`config.mk`:
```
export PLATFORM = sky130hd
export DESIGN_NAME = fifo_drain_packer_flat
export DESIGN_NICKNAME = d
export VERILOG_FILES = /design/src/rtl/fifo_drain_packer_if.sv /design/src/rtl/fifo_drain_packer.sv /design/src/flat_wrapper.sv
export SDC_FILE = /design/constraint.sdc
export NUM_CORES = 1
export LEC_CHECK = 0
export CORE_MARGIN = 8
export CORE_UTILIZATION = 28
export CTS_BUF_LIST = sky130_fd_sc_hd__clkbuf_4 sky130_fd_sc_hd__clkbuf_8
export DETAILED_ROUTE_END_ITERATION = 8
export GPL_ROUTABILITY_DRIVEN = 1
export GPL_TIMING_DRIVEN = 0
export PLACE_DENSITY_LB_ADDON = 0.2
export SYNTH_ARGS = -nofsm -noshare
export SYNTH_HDL_FRONTEND = slang
export SYNTH_SLANG_ARGS = --single-unit
```
`constraint.sdc`:
```
create_clock -name clk -period 3.2 [get_ports clk]
set_clock_uncertainty 0.2 [all_clocks]
set_input_delay 0.48 -clock clk [delete_from_list [all_inputs] [get_ports clk]]
set_output_delay 0.48 -clock clk [all_outputs]
set_load 0.01 [all_outputs]
```
`src/rtl/fifo_drain_packer_if.sv`:
```
// fifo_drain_packer_if: FIFO read side plus packed output stream.
//   master: the packer (drives fifo_read and the out_* word, samples the rest)
//   slave : the environment (FIFO model / downstream sink)
interface fifo_drain_packer_if #(
  parameter int DATA_WIDTH = 8,
  parameter int PACK       = 2
);
  logic                       fifo_empty;
  logic [DATA_WIDTH-1:0]      fifo_dout;
  logic                       fifo_read;
  logic [PACK*DATA_WIDTH-1:0] out_data;
  logic [PACK-1:0]            out_keep;
  logic                       out_valid;
  logic                       out_ready;

  modport master (
    input  fifo_empty, fifo_dout, out_ready,
    output fifo_read, out_data, out_keep, out_valid
  );

  modport slave (
    output fifo_empty, fifo_dout, out_ready,
    input  fifo_read, out_data, out_keep, out_valid
  );
endinterface

```
`src/rtl/fifo_drain_packer.sv`:
```
// fifo_drain_packer: pops bytes from a FIFO, packs PACK of them per word and
// presents words through a one-entry valid/ready output register. A flush
// pulse emits any partial word with a lane-keep mask.
// Ports:
//   clk, reset      - clock, synchronous active-high reset
//   enable          - allows new FIFO reads
//   flush           - request to drain a partial word
//   flush_done      - one-cycle pulse when the flush completes
//   word_count      - accepted words (full or partial), wraps at 16 bits
//   bus (master)    - fifo_empty/fifo_dout/fifo_read, out_data/keep/valid/ready

// One assembly lane: captures a FIFO byte and offers a keep-masked copy.
module fifo_drain_packer_lane #(
  parameter int DW = 8
) (
  input  logic          clk,
  input  logic          reset,
  input  logic          we,
  input  logic          keep,
  input  logic [DW-1:0] din,
  output logic [DW-1:0] q,
  output logic [DW-1:0] qm
);
  always_ff @(posedge clk) begin
    if (reset)   q <= '0;
    else if (we) q <= din;
  end

  assign qm = keep ? q : '0;
endmodule

module fifo_drain_packer #(
  parameter int DATA_WIDTH = 8,
  parameter int PACK       = 2
) (
  input  logic                clk,
  input  logic                reset,
  input  logic                enable,
  input  logic                flush,
  output logic                flush_done,
  output logic [15:0]         word_count,
  fifo_drain_packer_if.master bus
);
  localparam int             FW     = $clog2(PACK + 1);
  localparam logic [FW-1:0]  PACK_F = FW'(PACK);
  localparam logic [FW:0]    PACK_U = (FW + 1)'(PACK);

  typedef enum logic {RUN, DRAIN} state_t;

  state_t                            state_q, state_d;
  logic [FW-1:0]                     fill_q, fill_d, eff_fill;
  logic                              inflight_q;
  logic [FW:0]                       used;
  logic                              slot_free, full, xfer, part_ld, rd;
  logic [PACK-1:0]                   lane_we, part_keep;
  logic [PACK-1:0][DATA_WIDTH-1:0]   lane_q, lane_msk;
  logic [PACK*DATA_WIDTH-1:0]        od_q;
  logic [PACK-1:0]                   keep_q;
  logic                              ov_q;
  logic [15:0]                       wc_q;

  assign slot_free = !ov_q || bus.out_ready;
  assign full      = (fill_q == PACK_F);
  assign xfer      = full && slot_free;
  // A transfer empties the assembly register this cycle, so captures and
  // read reservations already see it as empty.
  assign eff_fill  = xfer ? '0 : fill_q;
  // Lanes already held plus the one reserved by a read still in flight.
  assign used      = {1'b0, eff_fill} + {{FW{1'b0}}, inflight_q};
  assign rd        = !reset && (state_q == RUN) && enable && !flush &&
                     !bus.fifo_empty && (used < PACK_U);

  for (genvar g = 0; g < PACK; g++) begin : g_lane
    assign lane_we[g]   = inflight_q && (eff_fill == FW'(g));
    assign part_keep[g] = (FW'(g) < fill_q);
    fifo_drain_packer_lane #(.DW(DATA_WIDTH)) u_lane (
      .clk  (clk),
      .reset(reset),
      .we   (lane_we[g]),
      .keep (part_keep[g]),
      .din  (bus.fifo_dout),
      .q    (lane_q[g]),
      .qm   (lane_msk[g])
    );
  end

  // DRAIN waits for the in-flight byte and any pending full transfer before
  // deciding between an empty completion and a partial word.
  always_comb begin
    state_d    = state_q;
    part_ld    = 1'b0;
    flush_done = 1'b0;
    case (state_q)
      RUN:   if (flush) state_d = DRAIN;
      DRAIN: if (!inflight_q && !full) begin
        if (fill_q == '0) begin
          flush_done = 1'b1;
          state_d    = RUN;
        end else if (slot_free) begin
          part_ld    = 1'b1;
          flush_done = 1'b1;
          state_d    = RUN;
        end
      end
    endcase
  end

  always_comb begin
    fill_d = eff_fill;
    if (inflight_q) fill_d = eff_fill + FW'(1);
    if (part_ld)    fill_d = '0;
  end

  always_ff @(posedge clk) begin
    if (reset) begin
      state_q    <= RUN;
      fill_q     <= '0;
      inflight_q <= 1'b0;
    end else begin
      state_q    <= state_d;
      fill_q     <= fill_d;
      inflight_q <= rd;
    end
  end

  always_ff @(posedge clk) begin
    if (reset) begin
      od_q   <= '0;
      keep_q <= '0;
      ov_q   <= 1'b0;
      wc_q   <= '0;
    end else begin
      if (ov_q && bus.out_ready) wc_q <= wc_q + 16'd1;
      if (xfer) begin
        od_q   <= lane_q;
        keep_q <= '1;
        ov_q   <= 1'b1;
      end else if (part_ld) begin
        od_q   <= lane_msk;
        keep_q <= part_keep;
        ov_q   <= 1'b1;
      end else if (bus.out_ready) begin
        ov_q   <= 1'b0;
      end
    end
  end

  assign bus.fifo_read = rd;
  assign bus.out_data  = od_q;
  assign bus.out_keep  = keep_q;
  assign bus.out_valid = ov_q;
  assign word_count    = wc_q;
endmodule
```
`src/flat_wrapper.sv`:
```
// flat-port wrapper written by rule: the top's interface ports become plain ports
module fifo_drain_packer_flat 
#(
  parameter int DATA_WIDTH = 8,
  parameter int PACK       = 2
)
  (clk, reset, enable, flush, flush_done, word_count, bus_fifo_empty, bus_fifo_dout, bus_out_ready, bus_fifo_read, bus_out_data, bus_out_keep, bus_out_valid);
  fifo_drain_packer_if #(.DATA_WIDTH(DATA_WIDTH), .PACK(PACK)) bus_i ();
  input  logic clk;
  input  logic reset;
  input  logic enable;
  input  logic flush;
  output logic flush_done;
  output logic [15:0] word_count;
  input wire logic [$bits(bus_i.fifo_empty)-1:0] bus_fifo_empty;
  input wire logic [$bits(bus_i.fifo_dout)-1:0] bus_fifo_dout;
  input wire logic [$bits(bus_i.out_ready)-1:0] bus_out_ready;
  output wire logic [$bits(bus_i.fifo_read)-1:0] bus_fifo_read;
  output wire logic [$bits(bus_i.out_data)-1:0] bus_out_data;
  output wire logic [$bits(bus_i.out_keep)-1:0] bus_out_keep;
  output wire logic [$bits(bus_i.out_valid)-1:0] bus_out_valid;
  assign bus_i.fifo_empty = bus_fifo_empty;
  assign bus_i.fifo_dout = bus_fifo_dout;
  assign bus_i.out_ready = bus_out_ready;
  assign bus_fifo_read = bus_i.fifo_read;
  assign bus_out_data = bus_i.out_data;
  assign bus_out_keep = bus_i.out_keep;
  assign bus_out_valid = bus_i.out_valid;
  fifo_drain_packer #(.DATA_WIDTH(DATA_WIDTH), .PACK(PACK)) u_core (.clk(clk), .reset(reset), .enable(enable), .flush(flush), .flush_done(flush_done), .word_count(word_count), .bus(bus_i));
endmodule
```
==> results of run 1 <==
-- registers in the layout, summed over array words and instances, names as in the netlist --
register                cells
u_core.bus.out_data        16
u_core.g_lane.u_lane.q     16
u_core.word_count          16
u_core.bus.out_keep         2
u_core.fill_q               2
u_core.bus.out_valid        1
u_core.inflight_q           1
u_core.state_q              1
-- routing by layer --
metal / up-vias / share of wire, % / GRT usage [%]
li1: 956 / - / -
met4: 0 / 1.3 / 3.72
met1: 866 / 47 / 12.2
met2: 42 / 44 / 16.4
met5: - / 0 / 0
met3: 7 / 8.4 / 4.58
-- worst max-delay path, delay by kind of cell --
| family | cells | cell delay, ns |
|---|---|---|
| compound gates | 1 | 0.42 |
| buf+inv | 2 | 1.20 |
| simple gates | 1 | 0.24 |
-- power by group through the flow --
stage          Combinational, mW  Sequential [mW]  Clock (mW)
2_1_floorplan             0.0222            0.707           0
3_5_place_dp              0.0531            0.708           0
4_1_cts                   0.0536            0.692       0.495
6_report                  0.0530            0.692       0.473
3_3_place_gp              0.0530            0.708           0
5_1_grt                   0.0582            0.693       0.520
-- path summary, 6_finish.rpt --
path | start | end | cells after the start
hold reg to reg | u_core.bus.out_data[10] | u_core.bus.out_data[10] | 2
hold / removal | u_core.bus.out_data[10] | u_core.bus.out_data[10] | 2
setup / recovery | bus_out_ready | flush_done | 4
setup reg to reg | u_core.fill_q[1] | u_core.g_lane[0].u_lane.q[0] | 7
-- logic make-up after synthesis --
kind of cell	after synthesis	synth area share, %
AO/OA/AOI/OAI	41	10.0
XOR/XNOR	11	4.44
adder cells (fa/ha/maj)	3	1.73
buffers and inverters	19	3.98
flip-flops	55	50.7
multiplexers	8	3.69
AND/OR/NAND/NOR	113	25.4
-- cells in the final DEF (no fill, tap or decap), types with 5 or more instances in the layout --
cell / n
nand4_1: 5
nand2_1: 40
a21oi_1: 32
dfxtp_1: 55
mux2i_1: 8
nor2_1: 22
clkdlybuf4s50_1: 49
clkbuf_1: 12
xor2_1: 11
nand3_1: 23
clkbuf_8: 5
-- area by class of cell --
cell class	count	area, um2
multi-input cells	176	990
clock buffers	6	76.3
plain buffers	17	78.8
fillers	819	4700
inverters	2	7.51
flip-flops and latches	55	1100
repair buffers	49	490
well taps	102	128
clock inverters	2	38.8
-- repair_timing --
action | in CTS | in global routing
setup endpoints to repair | 1 | 2
pin swaps | 0 | 0
gates resized for setup | 1 | 2
==> flow_summary.json, run 1 <==
{
  "crit_top_cell": "clkdlybuf4s50_1",
  "cpPeakStageDelay_ns": 0.61,
  "io_buffers": 49,
  "synth.avg_cell_area_um2": 8.68,
  "drv_cap": 0,
  "cts_buffer_depth": 2,
  "powerDensity_nw_per_um2": 418,
  "hp-class": "flip-flop to flip-flop",
  "final_core_util_pct": 38.3,
  "fin_area_um2": 2910,
  "netlist-cell-type-count": 34,
  "antenna_found_initial": 0,
  "pwr-share-clk_pct": 38.8,
  "syn_nets": 267,
  "path_max_fanout": 7,
  "clk_latency_ns": 0.31,
  "cts_tree": "done",
  "slew_violations": 0,
  "first_iter_violations": 49,
  "pwr-share-comb_pct": 4.3,
  "synth_area_leader_cell": "dfxtp_1",
  "crit_type": "primary input to output port",
  "final_cells": 409,
  "dr.pass1.iters": 6,
  "power.switching_mw": 0.260,
  "synthArstFlopShare_pct": 0,
  "ys_seq_area_share_pct": 50.7,
  "drive_above_1_share_pct": 5.86,
  "setup_tns_ns": 0,
  "synth_commonest_cells": "55 x dfxtp_1, 40 x nand2_1, 32 x a21oi_1",
  "status": "finished clean",
  "cts_hold_buffers": 0,
  "synth.most_common_cell": "dfxtp_1",
  "worst_pin_slew_ns": 0.596,
  "drc": 0,
  "min_period_ns": 3.02,
  "htreeDepth": 2,
  "final_nets": 323,
  "timing.final.hold_violations": 0,
  "cts_root_buffer": "clkbuf_8",
  "cp-end-kind": "output port",
  "crit_required_ns": 2.52,
  "diodes": 0,
  "gr-total-overflow": 0,
  "track_usage_pct": 10.4,
  "worst_slack_ns": 0.176,
  "ios": 51,
  "synth_top_area_share_pct": 50.7,
  "synth_area_um2": 2170,
  "synthFlopType": "dfxtp_1",
  "fmax_mhz": 331,
  "holdWs_ns": 0.256,
  "grt_pass1_vias": 1949,
  "p_leak_nw": 1.04,
  "rsz0062_at_grt": "no",
  "cts_setup_buffers": 0,
  "placementRows": 32,
  "yosys_register_bits": 55,
  "critPathSlowestCell": "clkdlybuf4s50_1",
  "synth_edf_count": 0,
  "finalSetupViolCount": 0,
  "synthTopCellsByArea": "dfxtp_1 51%, a21oi_1 7.4%, nand2_1 6.9%",
  "grt_first_pass_wirelength_mm": 9.27,
  "clock-sinks": 55,
  "wl_per_cell_um": 13.3,
  "design.core.area_um2": 7610,
  "ant_nets": 0,
  "die_area_um2": 10800,
  "critPathArrivalTime_ns": 2.34,
  "ys.warnings.count": 0,
  "cp_cell_sequence": "clkdlybuf4s50_1 -> and2b_1 -> a2111oi_2 -> clkdlybuf4s50_1",
  "slew_headroom_pct": 60.3,
  "gp_congestion": 0.789,
  "grt_max_degree": 18,
  "placed_cells": 401,
  "placed_cell_area_um2": 2790,
  "start_kind": "primary input",
  "drt_wl_total_mm": 5.44,
  "vias": 1871,
  "dp_hpwl_mm": 3.97,
  "via_per_inst": 4.57,
  "clk_pin_slew_worst_paths_ns": 0.10,
  "die_w_um": 104,
  "swShare_pct": 21.4,
  "regToRegSetupSlack_ns": 1.03,
  "p_total_mw": 1.22,
  "fp.dieH_um": 104,
  "cts_buffers": 5,
  "finalCritPeriodShare_pct": 94.5,
  "ir_worst_vdd_uv": 152,
  "internal_power_mw": 0.957,
  "start_util_pct": 28.5,
  "syn_to_final_growth_pct": 34.1,
  "syn_inst": 250,
  "pre_cts_ws_ns": -0.0470,
  "seqPwrFrac_pct": 56.8
}
(Power assumes the default switching activity.)
==> run 2, diff against run 1 <==
Settings changed: REMOVE_ABC_BUFFERS from default to 1.
==> flow_summary.json, run 2 (synthesis gave the netlist of run 1 again) <==
{
  "regToRegSetupSlack_ns": 1.04,
  "grt_first_pass_wirelength_mm": 9.03,
  "cts_setup_buffers": 0,
  "rsz0062_at_grt": "no",
  "worst_pin_slew_ns": 0.787,
  "final_nets": 308,
  "pwr-share-comb_pct": 4.5,
  "min_period_ns": 3.02,
  "clock-sinks": 55,
  "fin_area_um2": 2830,
  "start_util_pct": 28.5,
  "reg2reg_from": "u_core.fill_q[1]",
  "antenna_found_initial": 0,
  "power.switching_mw": 0.259,
  "slew_violations": 0,
  "slew_headroom_pct": 47.5,
  "via_per_inst": 4.60,
  "first_iter_violations": 40,
  "finalSetupViolCount": 0,
  "clk_pin_slew_worst_paths_ns": 0.10,
  "critPathLaunch": "bus_out_ready",
  "final_cell_mix": "55 x dfxtp_1, 49 x clkdlybuf4s50_1, 40 x nand2_1",
  "timing.final.hold_violations": 0,
  "dr.pass1.iters": 4,
  "io_buffers": 50,
  "dp_hpwl_mm": 3.66,
  "drive_above_1_share_pct": 4.81,
  "die_area_um2": 10800,
  "final_common_cell": "dfxtp_1",
  "diodes": 0,
  "reg2reg_to": "u_core.bus.out_data[9]",
  "wl_per_cell_um": 13.1,
  "cts_root_buffer": "clkbuf_8",
  "htreeDepth": 2,
  "fmax_mhz": 331,
  "drv_cap": 0,
  "ir_worst_vdd_uv": 155,
  "holdWs_ns": 0.254,
  "powerDensity_nw_per_um2": 398,
  "cp-end-kind": "output port",
  "drc": 0,
  "swShare_pct": 23.0,
  "internal_power_mw": 0.866,
  "die_w_um": 104,
  "track_usage_pct": 9.86,
  "grt_pass1_vias": 1858,
  "cts_tree": "done",
  "hold_depth": 2,
  "gp_congestion": 0.681,
  "hp-class": "flip-flop to flip-flop",
  "min_to": "u_core.bus.out_data[15]",
  "critPathArrivalTime_ns": 2.34,
  "crit_type": "primary input to output port",
  "placed_cell_area_um2": 2740,
  "cts_buffer_depth": 2,
  "r2r.worst_path.cells": 4,
  "min_from": "u_core.bus.out_data[15]",
  "ios": 51,
  "syn_to_final_growth_pct": 30.2,
  "finalCritPeriodShare_pct": 94.3,
  "cts_buffers": 5,
  "crit_required_ns": 2.52,
  "fp.dieH_um": 104,
  "start_kind": "primary input",
  "path_max_fanout": 7,
  "final_core_util_pct": 37.2,
  "clk_latency_ns": 0.30,
  "grt_max_degree": 32,
  "gr-total-overflow": 0,
  "seqPwrFrac_pct": 61.6,
  "pwr-share-clk_pct": 33.9,
  "drt_wl_total_mm": 5.14,
  "ant_nets": 0,
  "status": "finished clean",
  "placementRows": 32,
  "vias": 1808,
  "cts_hold_buffers": 0,
  "design.core.area_um2": 7610,
  "p_leak_nw": 1.00
}
-- run 2: cell count changes in the layout (fill, tap and decap cells not counted) --
cell / delta
buf_6: -1
buf_4: -1
buf_12: +1
clkbuf_4: -1
clkinvlp_4: +1
bufinv_16: -1
clkbuf_1: -12
buf_2: -2
-- run 2: repair_timing --
item | in CTS | in global routing
cloned | 0 | 0
gates resized for setup | 1 | 2
endpoints found under the setup margin | 1 | 2
-- run 2: metrics by stage --
step / worst slack, ns / setup TNS [ns] / total power, mW / instances
finish: 0.183 / 0 / 1.13 / 393
global route: 0.0545 / 0 / 1.18 / 393
CTS: 0.0369 / 0 / 1.15 / 393
detailed placement: -0.0198 / -0.0198 / 0.760 / 386
global placement: -0.903 / -0.979 / 0.758 / 385
floorplan: 1.07 / 0 / 0.720 / 233
-- run 2: final cells by class --
cell class	instances	area (um2)
Inverter	2	7.51
Timing Repair Buffer	51	515
Clock buffer	5	68.8
Clock inverter	2	16.3
Multi-Input combinational cell	176	990
Tap cell	102	128
Sequential cell	55	1100
Fill cell	806	4780
-- run 2: worst max-delay path, stage by stage --
cell	delay, ns
clkdlybuf4s50_1	0.59
and2b_1	0.24
a2111oi_2	0.41
clkdlybuf4s50_1	0.61
-- run 2: worst max-delay path by stage --
stage | to | slack, ns
global placement | bus_fifo_read | -0.90
CTS | flush_done | 0.04
detailed placement | flush_done | -0.02
finish | flush_done | 0.18
global route | flush_done | 0.05
floorplan | flush_done | 1.07
-- run 2: power by group through the flow --
stage          Combinational, mW  Sequential [mW]  Clock (mW)
2_1_floorplan             0.0122            0.707           0
3_3_place_gp              0.0493            0.708           0
3_5_place_dp              0.0513            0.708           0
4_1_cts                   0.0516            0.693       0.407
5_1_grt                   0.0563            0.694       0.434
6_report                  0.0512            0.693       0.381
-- run 2: routing by layer --
layer	global-route usage [%]	part of all wire (%)
met4	4.03	1.6
met3	2.85	3.5
met5	0	0
met1	11.8	48
met2	16.2	47
